===== config.mk =====
export PLATFORM = sky130hd
export DESIGN_NAME = seg_scan_driver
export DESIGN_NICKNAME = d
export VERILOG_FILES = /design/src/rtl/seg_pkg.sv /design/src/rtl/seg_scan_driver_hex_to_seg7.sv /design/src/rtl/seg_scan_driver.sv
export SDC_FILE = /design/constraint.sdc
export NUM_CORES = 1
export LEC_CHECK = 0
export BUFFER_PORTS_ARGS = -buffer_cell sky130_fd_sc_hd__buf_2
export CAP_MARGIN = 15
export CORE_ASPECT_RATIO = 0.5
export CORE_MARGIN = 1.5
export CORE_UTILIZATION = 57
export DETAILED_ROUTE_END_ITERATION = 7
export GPL_TIMING_DRIVEN = 0
export PLACE_DENSITY_LB_ADDON = 0.25
export SYNTH_ARGS = -nofsm -noshare
export SYNTH_HDL_FRONTEND = slang
export SYNTH_SLANG_ARGS = --single-unit

===== constraint.sdc =====
create_clock -name clk -period 2.69 [get_ports clk]
set_clock_uncertainty 0.2 [all_clocks]
set_input_delay 0.269 -clock clk [delete_from_list [all_inputs] [get_ports clk]]
set_output_delay 0.269 -clock clk [all_outputs]
set_load 0.02 [all_outputs]

===== src/rtl/seg_pkg.sv =====
// seg_pkg: constants and helpers shared by the 7-segment display blocks.
// Segment codes are active-low, bit order {g,f,e,d,c,b,a}.
package seg_pkg;

    localparam int MAX_DIGITS = 8;

    localparam logic [6:0] SEG_BLANK = 7'h7F;

    // Entry n is the glyph for nibble n (0..9, A, b, C, d, E, F).
    localparam logic [15:0][6:0] HEX7_TAB = {
        7'h0E, 7'h06, 7'h21, 7'h46,
        7'h03, 7'h08, 7'h10, 7'h00,
        7'h78, 7'h02, 7'h12, 7'h19,
        7'h30, 7'h24, 7'h79, 7'h40
    };

    function automatic logic [MAX_DIGITS-1:0] an_off(input int n);
        logic [MAX_DIGITS-1:0] m;
        m = '0;
        for (int i = 0; i < MAX_DIGITS; i++) begin
            if (i < n) m[i] = 1'b1;
        end
        return m;
    endfunction

endpackage


===== src/rtl/seg_scan_driver_hex_to_seg7.sv =====
// hex_to_seg7: combinational hex nibble to active-low 7-segment decoder.
// Reused by every display block that needs a hex glyph.
module hex_to_seg7
    import seg_pkg::*;
(
    input  logic [3:0] nib_i,
    output logic [6:0] seg_o
);

    assign seg_o = HEX7_TAB[nib_i];

endmodule


===== src/rtl/seg_scan_driver.sv =====
// seg_scan_driver: time-multiplexed common-anode 7-segment scanner with
// per-frame input snapshot, ghosting guard and PWM brightness.
module seg_scan_driver
    import seg_pkg::*;
#(
    parameter int NUM_DIGITS  = 4,
    parameter int REFRESH_DIV = 50000,
    parameter int DIM_BITS    = 3,
    parameter int GUARD       = 64
) (
    input  logic                    clk,
    input  logic                    rst_n,
    input  logic [4*NUM_DIGITS-1:0] digits,
    input  logic [NUM_DIGITS-1:0]   dp_in,
    input  logic [NUM_DIGITS-1:0]   digit_en,
    input  logic [DIM_BITS-1:0]     brightness,
    output logic [NUM_DIGITS-1:0]   AN,
    output logic [6:0]              SEG,
    output logic                    DP,
    output logic                    slot_tick,
    output logic                    frame_tick
);

    localparam int PH_LEN = REFRESH_DIV >> DIM_BITS;
    localparam int SUB_W  = $clog2(PH_LEN);
    localparam int IDX_W  = $clog2(NUM_DIGITS);
    localparam logic [NUM_DIGITS-1:0] AN_OFF =
        NUM_DIGITS'(an_off(NUM_DIGITS));

    // The slot counter is kept as {phase, sub-count} so no divider is needed.
    logic [SUB_W-1:0]        sub_q, sub_d;
    logic [DIM_BITS-1:0]     ph_q, ph_d;
    logic [IDX_W-1:0]        idx_q, idx_d;

    logic [4*NUM_DIGITS-1:0] snap_dig_q;
    logic [NUM_DIGITS-1:0]   snap_dp_q;
    logic [NUM_DIGITS-1:0]   snap_en_q;
    logic [DIM_BITS-1:0]     snap_br_q;

    logic [NUM_DIGITS-1:0]   an_q, an_d;
    logic [6:0]              seg_q, seg_d;
    logic                    dp_q, dp_d;
    logic                    st_q, ft_q;

    logic                    sub_last;
    logic                    slot_last;
    logic                    idx_last;
    logic                    frame_first;
    logic                    guard_ok;
    logic                    on;
    logic [3:0]              nib;
    logic [6:0]              seg_dec;

    assign sub_last    = (sub_q == SUB_W'(PH_LEN - 1));
    assign slot_last   = sub_last && (&ph_q);
    assign idx_last    = (idx_q == IDX_W'(NUM_DIGITS - 1));
    assign frame_first = (sub_q == '0) && (ph_q == '0) && (idx_q == '0);
    assign guard_ok    = (ph_q != '0) || (sub_q >= SUB_W'(GUARD));
    assign on          = snap_en_q[idx_q] && guard_ok && (ph_q <= snap_br_q);
    assign nib         = snap_dig_q[{idx_q, 2'b00} +: 4];

    hex_to_seg7 u_hex (
        .nib_i (nib),
        .seg_o (seg_dec)
    );

    always_comb begin
        sub_d = sub_last ? '0 : sub_q + 1'b1;
        ph_d  = ph_q;
        idx_d = idx_q;
        if (sub_last) ph_d = ph_q + 1'b1;
        if (slot_last) idx_d = idx_last ? '0 : idx_q + 1'b1;

        an_d  = AN_OFF;
        seg_d = SEG_BLANK;
        dp_d  = 1'b1;
        if (on) begin
            an_d[idx_q] = 1'b0;
            seg_d       = seg_dec;
            dp_d        = ~snap_dp_q[idx_q];
        end
    end

    always_ff @(posedge clk or negedge rst_n) begin
        if (!rst_n) begin
            sub_q      <= '0;
            ph_q       <= '0;
            idx_q      <= '0;
            snap_dig_q <= '0;
            snap_dp_q  <= '0;
            snap_en_q  <= '0;
            snap_br_q  <= '0;
            an_q       <= AN_OFF;
            seg_q      <= SEG_BLANK;
            dp_q       <= 1'b1;
            st_q       <= 1'b0;
            ft_q       <= 1'b0;
        end else begin
            sub_q <= sub_d;
            ph_q  <= ph_d;
            idx_q <= idx_d;
            // Stale snapshot is hidden here because cnt 0 is inside the guard.
            if (frame_first) begin
                snap_dig_q <= digits;
                snap_dp_q  <= dp_in;
                snap_en_q  <= digit_en;
                snap_br_q  <= brightness;
            end
            an_q  <= an_d;
            seg_q <= seg_d;
            dp_q  <= dp_d;
            st_q  <= slot_last;
            ft_q  <= slot_last && idx_last;
        end
    end

    assign AN         = an_q;
    assign SEG        = seg_q;
    assign DP         = dp_q;
    assign slot_tick  = st_q;
    assign frame_tick = ft_q;

endmodule


Word level (Yosys, flattened, before mapping)
Memories as Yosys holds them, arrays and structs flattened.
Cells that the tools add are included.

operators by class
  add/sub/neg operators = 3
  order comparisons = 5
  equality and inequality tests = 2
  shifts and indexed selects = 1
  mux-type cells = 12
  bitwise operators = 2
  reductions and logical operators = 13

operators by type and width
  cell                                                   number
  variable part select 16 x 5 -> 4 bit                   1
  2-to-1 mux 7 bit                                       2
  adder 13 x 1 -> 13 bit (second input constant)         1
  equality test 13 bit (second input constant)           1
  >= comparator 13 x 7 -> 1 bit (second input constant)  1
  zero test 13 bit                                       1
  2-to-1 mux 13 bit                                      1
  logical AND 1 bit                                      7
  < comparator 4 x 5 -> 1 bit (second input constant)    1
  binary-select mux 1 bit (select 2 bit)                 2
  2-to-1 mux 1 bit                                       4
  2-to-1 mux 4 bit                                       1
  NOT 4 bit                                              1
  adder 3 x 1 -> 3 bit (second input constant)           1
  less-or-equal comparator 3 bit                         1
  zero test 3 bit                                        1
  < comparator 2 x 3 -> 1 bit (second input constant)    1
  AND reduction 3 bit                                    1
  nonzero test 3 bit                                     1
  adder 2 x 1 -> 2 bit (second input constant)           1
  demux 1 bit (select 2 bit)                             1
  equality test 2 bit (second input constant)            1
  >= comparator 2 x 1 -> 1 bit (second input constant)   1
  zero test 2 bit                                        1
  other kinds (3)                                        3

storage, ports and cells
  flip-flop bits (word level) = 59
  ROM bits = 112
  input bits = 29
  output and inout bits = 14
  memories = 1

memories
  memory           depth  bits a word  read ports  clocked after Yosys merged registers in  write ports  line                               text
  (no name shown)  16     7            1           0                                        0            seg_scan_driver_hex_to_seg7.sv:10  assign seg_o = HEX7_TAB[nib_i];

Logic depth before layout (Yosys ltp)
Gate-level depths: netlist (run 1).

  depth after elaboration = 6
  depth in mapped cells = 9

By module
A second synthesis (run 1) with hierarchy kept.

second synthesis, totals
  cell total of the unflattened synthesis = 228
  area total of the unflattened synthesis = 3004.1 µm²

by module, submodules not included
  module           instances  cells each  area each (µm²)  sequential area each (µm²)
  seg_scan_driver  1          197         2742.6           1491.4
  hex_to_seg7      1          31          261.5            0.0

Least setup slack after synthesis (run 1)
Ideal clock, no wire load.

  path type = reg2reg
  from = register sub_q[7]
  to = register snap_dig_q[10]
  library setup time = 125 ps
  data arrival time = 1996 ps
  required time = 2365 ps
  path slack = 369 ps
  stages on the path, launching flop included = 7
  path through = dfrtp_1 or4_4 nand4bb_4 nor3_4 buf_6 buf_12 mux2_4

on the way
  cells in the longest elaborated chain, start to end = 3

ends and longest elaborated chain
  item                             line                    text
  start, declared                  seg_scan_driver.sv:31   logic [SUB_W-1:0] sub_q, sub_d;
  start signal, assigned           seg_scan_driver.sv:99   sub_q <= sub_d;
  zero test 13 bit                 seg_scan_driver.sv:57   assign frame_first = (sub_q == '0) && (ph_q == '0) && (idx_q == '0);
  logical AND 1 bit (2 in series)  seg_scan_driver.sv:57
  end signal, assigned             seg_scan_driver.sv:104  snap_dig_q <= digits;
  end, declared                    seg_scan_driver.sv:35   logic [4*NUM_DIGITS-1:0] snap_dig_q;

No other way between the ends.
A chain may end at the register's enable or synchronous reset.

Worst setup path after layout (run 1)
  from = register sub_q[7]
  to = register snap_dig_q[13]

The elaborated chain is that of the path after synthesis.

==> flow_metrics.env, run 1 <==
export IMPL_outcome="completed"
export IMPL_clk_latency_ps=340
export IMPL_finalNetCount=364
export IMPL_report_power_total_w=0.00186
export IMPL_rsz0062_at_grt="false"
export IMPL_hold_viol=0
export IMPL_yosys_warnings=0
export IMPL_worstSetupPathType="reg -> reg"
export IMPL_ir_drop_v=0.000276
export IMPL_worstMarginPinSlew_ps=568
export IMPL_cp_startpoint="sub_q[7]$_DFF_PN0_"
export IMPL_end_kind="flip-flop"
export IMPL_routed_wl_mm=6.12
export IMPL_crit_arrival_ps=2500
export IMPL_path_clk_slew_ps=70
export IMPL_coreArea_um2=4950
export IMPL_max_freq_mhz=404
export IMPL_cts_buffer_depth=2
export IMPL_antenna_found_initial=0
export IMPL_clock_sinks=59
export IMPL_slew_violations=0
export IMPL_synth_top_area_share_pct=40.0
export IMPL_synth_edf_count=0
export IMPL_die_height_um=53.8
export IMPL_drive_gt1_share_pct=35.5
export IMPL_syn_num_nets=282
export IMPL_grt_ovfl_total=0
export IMPL_post_cts_resized=0
export IMPL_synth_area_um2=2940
export IMPL_cp_max_fo=10
export IMPL_gp_congestion=0.899
export IMPL_pin_count=43
export IMPL_ys_flop_type="dfrtp_1"
export IMPL_io_buffers=42
export IMPL_synth_top_cells_by_area="dfrtp_1, dfstp_2, ha_1, mux2_2, mux4_2"
export IMPL_cts_tree="done"
export IMPL_ys_seq_elements=59
export IMPL_grt_usage_pct=24.2
export IMPL_timing_setup_tns_ps=0
export IMPL_cts_htree_levels=3
export IMPL_hold_class="in -> async"
export IMPL_drt_pass1_iterations=6
export IMPL_cts_root_buffer="clkbuf_8"
export IMPL_required_ps=2710
export IMPL_vias=2105
export IMPL_drv_cap=0
export IMPL_grt_pass1_vias=2168
export IMPL_synth_cells=234
export IMPL_yosysSeqAreaShare_pct=50.7
export IMPL_post_synth_top_count_cell="dfrtp_1"
export IMPL_dieArea_um2=5630
export IMPL_grt_max_degree=37
export IMPL_async_flop_share_pct=100
export IMPL_wl_per_cell_um=15.6
export IMPL_post_route_min_period_ps=2480
export IMPL_fin_crit_sh_pct=92.0
export IMPL_antenna_cells=0
export IMPL_drt_iter0_drc=35
export IMPL_r2r_cells=6
export IMPL_areaGrowthSynthToFinish_pct=26.9
export IMPL_r2r_start="sub_q[7]$_DFF_PN0_"
export IMPL_setup_violations=0
export IMPL_viasPerCell=5.38
export IMPL_syn_area_per_cell_um2=12.6
export IMPL_drtAntennaViolNets=0
export IMPL_p_leak_nw=1.65
export IMPL_start_kind="flip-flop"
export IMPL_cts_made_buffers=9
export IMPL_yosys_top_cells_count="dfrtp_1, nand2_1, mux2_2"
export IMPL_ys_types=37
export IMPL_die_x_um=105
export IMPL_hpwl_mm=3.93
export IMPL_start_util_pct=59.4
export IMPL_rows=18
export IMPL_yosysTopAreaCell="dfrtp_1"
export IMPL_grt_pass1_wl_mm=9.95
export IMPL_power_density_nw_per_um2=499
export IMPL_slew_headroom_pct=62.1
export IMPL_drc=0
sequential cells by signal, summed over array words and instances, names as in the netlist:
register / count
AN: 4
DP: 1
SEG: 7
frame_tick: 1
idx_q: 2
ph_q: 3
slot_tick: 1
snap_br_q: 3
snap_dig_q: 16
snap_dp_q: 4
snap_en_q: 4
sub_q: 13
stage by stage:
stage,instance area (um^2),hold slack [ps],std cells,utilization [%],setup WS (ps)
6_report,3730,253,391,75.3,214
4_1_cts,3730,251,391,75.3,212
3_5_place_dp,3260,87.8,347,65.8,232
3_3_place_gp,3240,280,346,65.4,255
5_1_grt,3730,283,391,75.3,112
2_1_floorplan,2940,-227,234,-,369
logic make-up after synthesis:
family	Yosys count	synth area share (%)
AOI/OAI and AO/OA	27	5.40
xor gates and xnor gates	13	3.87
adders and majority gates	19	8.08
buffers and inverters	21	3.70
DFF	59	50.7
muxes	33	16.1
and+or+nand+nor	62	12.2
power by group:
part / internal (W) / leakage (nW) / switching [W]
Clock: 0.000444 / 0.106 / 0.000351
Sequential: 0.000909 / 0.706 / 0.0000154
Combinational: 0.0000827 / 0.841 / 0.0000612
cell type report:
cell class	count	area (um^2)
Timing Repair Buffer	71	510
Multi-Input combinational cell	154	1340
Fill cell	309	1220
Inverter	12	45.0
Buffer	9	63.8
Clock inverter	6	55.1
Tap cell	70	87.6
Clock buffer	10	138
Sequential cell	59	1490
worst max-delay path, stage by stage (launching register included):
cell and delay (ps):
dfrtp_1 420, or4_4 570, nand4bb_4 270, nor3_4 250
buf_6 190, buf_12 150, mux2_4 300
cell usage in the layout (no fill, tap or decap), types with 5 or more instances in the layout:
cell,n
clkbuf_8,10
dfstp_2,12
nor2_1,7
mux2_4,6
nand2_1,24
inv_1,12
nand3_1,7
o21ai_0,15
mux2_2,20
xnor2_1,6
xor2_1,7
mux4_2,7
dfrtp_1,47
clkinv_2,5
dlygate4sd3_1,28
ha_1,19
buf_2,44
worst paths after layout:
check                           slack [ps]                    endpoint
worst max-delay path                   210  snap_dig_q[13]$_DFFE_PN0P_
worst min-delay path                   250   snap_dig_q[4]$_DFFE_PN0P_
worst max register to register         210  snap_dig_q[13]$_DFFE_PN0P_
worst min register to register         310          sub_q[9]$_DFF_PN0_
max in group asynchronous             1390                DP$_DFF_PN1_
min in group clk                       310          sub_q[9]$_DFF_PN0_
what timing repair did:
| action | CTS | global route |
|---|---|---|
| hold buffers | 28 | 0 |
| buffers inserted | 0 | 0 |
| hold endpoints to repair | 39 | 0 |
routing by layer:
metal | vias up | global-route usage, % | wire length (um)
met3 | 7 | 8.35 | 348
met2 | 51 | 45.7 | 3190
li1 | 980 | - | -
met5 | - | 0 | 0
met4 | 0 | 8.90 | 30
met1 | 1067 | 26.4 | 2540
Note: power is estimated with default switching activity, not from simulation.
==> run 2: changes to the inputs <==
- ABC_AREA: not set -> 1
- CORE_UTILIZATION: 57 -> 58
==> run 2 against run 1 <==
Routed wire length is 23% higher; non-clock buffer count grew 1; final cell count is 41% higher; first-iteration DRC count grew to 4.1 times the previous value; largest power group unchanged.
==> flow_metrics.env, run 2 <==
export IMPL_vias=2952
export IMPL_drt_iter0_drc=143
export IMPL_drtAntennaViolNets=0
export IMPL_slew_headroom_pct=71.2
export IMPL_fin_cells=551
export IMPL_largest_reg_flops=16
export IMPL_n_fill_cell=340
export IMPL_synth_cells=394
export IMPL_setup_violations=0
export IMPL_grt_ovfl_total=0
export IMPL_regMostFlops="snap_dig_q"
export IMPL_pin_count=43
export IMPL_synth_top_area_share_pct=36.4
export IMPL_power_density_nw_per_um2=446
export IMPL_drive_gt1_share_pct=20.8
export IMPL_wl_per_cell_um=13.7
export IMPL_multiInputGateArea_um2=1500
export IMPL_gp_congestion=0.866
export IMPL_dieArea_um2=6050
export IMPL_ys_seq_elements=59
export IMPL_path_clk_slew_ps=70
export IMPL_hold_class="in -> async"
export IMPL_yosys_warnings=0
export IMPL_cts_made_buffers=9
export IMPL_io_buffers=42
export IMPL_drc=0
export IMPL_timing_setup_tns_ps=0
export IMPL_cts_htree_levels=3
export IMPL_layout_common_cells="nand2_1, nand3_1, dfrtp_1, buf_2, inv_1"
export IMPL_ir_drop_v=0.000402
export IMPL_syn_num_nets=442
export IMPL_grt_pass1_vias=2874
export IMPL_r2r_cells=8
export IMPL_cts_root_buffer="clkbuf_8"
export IMPL_synth_edf_count=0
export IMPL_fin_crit_sh_pct=77.0
export IMPL_grt_max_degree=43
export IMPL_ys_types=27
export IMPL_yosys_top_cells_count="nand2_1, nand3_1, dfrtp_1"
export IMPL_cts_buffer_depth=2
export IMPL_worstSetupPathType="reg -> reg"
export IMPL_die_height_um=55.8
export IMPL_finalNetCount=524
export IMPL_areaGrowthSynthToFinish_pct=23.8
export IMPL_p_leak_nw=2.07
export IMPL_ys_flop_type="dfrtp_1"
export IMPL_reg2reg_setup_slack_ps=620
export IMPL_post_route_min_period_ps=2070
export IMPL_layout_commonest_cell="nand2_1"
export IMPL_yosysTopAreaCell="dfrtp_1"
export IMPL_antenna_cells=0
export IMPL_outcome="completed"
export IMPL_async_flop_share_pct=100
export IMPL_coreArea_um2=5130
export IMPL_start_kind="flip-flop"
export IMPL_place_inst=507
export IMPL_routed_wl_mm=7.55
export IMPL_worstMarginPinSlew_ps=432
export IMPL_slew_violations=0
export IMPL_grt_usage_pct=28.2
export IMPL_rsz0062_at_grt="false"
export IMPL_max_freq_mhz=483
export IMPL_drt_pass1_iterations=5
export IMPL_yosysSeqAreaShare_pct=46.2
export IMPL_start_util_pct=62.9
export IMPL_cp_max_fo=10
export IMPL_crit_arrival_ps=2150
export IMPL_r2r_end="snap_dig_q[4]$_DFFE_PN0P_"
export IMPL_cts_setup_buffers=0
export IMPL_cts_tree="done"
export IMPL_synth_top_cells_by_area="dfrtp_1, nand2_1, nand3_1, dfstp_2, ha_1"
export IMPL_clock_sinks=59
export IMPL_clk_latency_ps=340
export IMPL_rows=18
export IMPL_drv_cap=0
export IMPL_viasPerCell=5.36
export IMPL_hpwl_mm=4.91
export IMPL_grt_pass1_wl_mm=12.9
export IMPL_r2r_start="idx_q[1]$_DFFE_PN0N_"
export IMPL_synth_area_um2=3230
export IMPL_antenna_found_initial=0
export IMPL_regArea_um2=1490
export IMPL_die_x_um=109
export IMPL_required_ps=2770
export IMPL_post_synth_top_count_cell="nand2_1"
export IMPL_end_kind="flip-flop"
export IMPL_syn_area_per_cell_um2=8.20
export IMPL_hold_viol=0
## run 2: timing repair
item	4_1_cts	5_1_grt
hold endpoints to repair	44	0
resized for setup	0	0
hold buffers	28	0
setup endpoints to repair	0	0
## run 2: cell type report
class / count / area share, %
inverters: 41 / 3.85
plain buffers: 10 / 2.19
well taps: 70 / 2.19
multi-input cells: 284 / 37.5
clock buffers: 16 / 4.26
repair buffers: 71 / 12.8
flip-flops and latches: 59 / 37.3
## run 2: metal layers
metal	up-vias	track usage (%)	part of all wire (%)
li1	1421	-	-
met1	1406	33.9	44
met2	103	46.5	48
met3	22	9.02	6.0
met4	0	12.8	2.7
met5	-	0	0
## run 2: worst max-delay path: stages, from the launching register on
cell,delay (ps)
dfrtp_1,400
buf_2,200
inv_2,180
ha_1,220
inv_1,100
nor2_8,210
buf_2,260
nand3_1,130
nand2_1,90
## run 2: worst max path at each step
stage,start,end,slack (ps),cells after the start
4_1_cts,idx_q[0]$_DFFE_PN0N_,SEG[5]$_DFF_PN1_,650,10
2_1_floorplan,idx_q[0]$_DFFE_PN0N_,SEG[6]$_DFF_PN1_,960,10
5_1_grt,idx_q[0]$_DFFE_PN0N_,SEG[6]$_DFF_PN1_,400,10
6_report,idx_q[1]$_DFFE_PN0N_,snap_dig_q[4]$_DFFE_PN0P_,620,8
3_5_place_dp,idx_q[0]$_DFFE_PN0N_,SEG[5]$_DFF_PN1_,680,9
3_3_place_gp,idx_q[0]$_DFFE_PN0N_,SEG[6]$_DFF_PN1_,710,10
## run 2: cell families after synthesis
group	share of synthesized area, %
compound gates	1.78
xor+xnor	1.08
fa+ha+maj	7.36
buf+inv	7.47
flops	46.2
simple gates	36.1
## run 2: where the power goes
part	leakage, nW	switching [W]	internal [W]
Combinational	1.28	0.0000740	0.0000689
Clock	0.0850	0.000331	0.000387
Sequential	0.706	0.0000128	0.000909
Total	2.07	0.000417	0.00137
## run 2: per-stage QoR
step	power [W]	hold WS (ps)	setup slack, ps	utilization, %	cell area, um^2
floorplan	0.000989	-227	964	-	3230
global placement	0.00104	251	712	68.7	3530
detailed placement	0.00104	27.1	682	69.1	3550
CTS	0.00179	187	649	77.9	4000
global route	0.00186	237	395	77.9	4000
finish	0.00178	193	620	77.9	4000
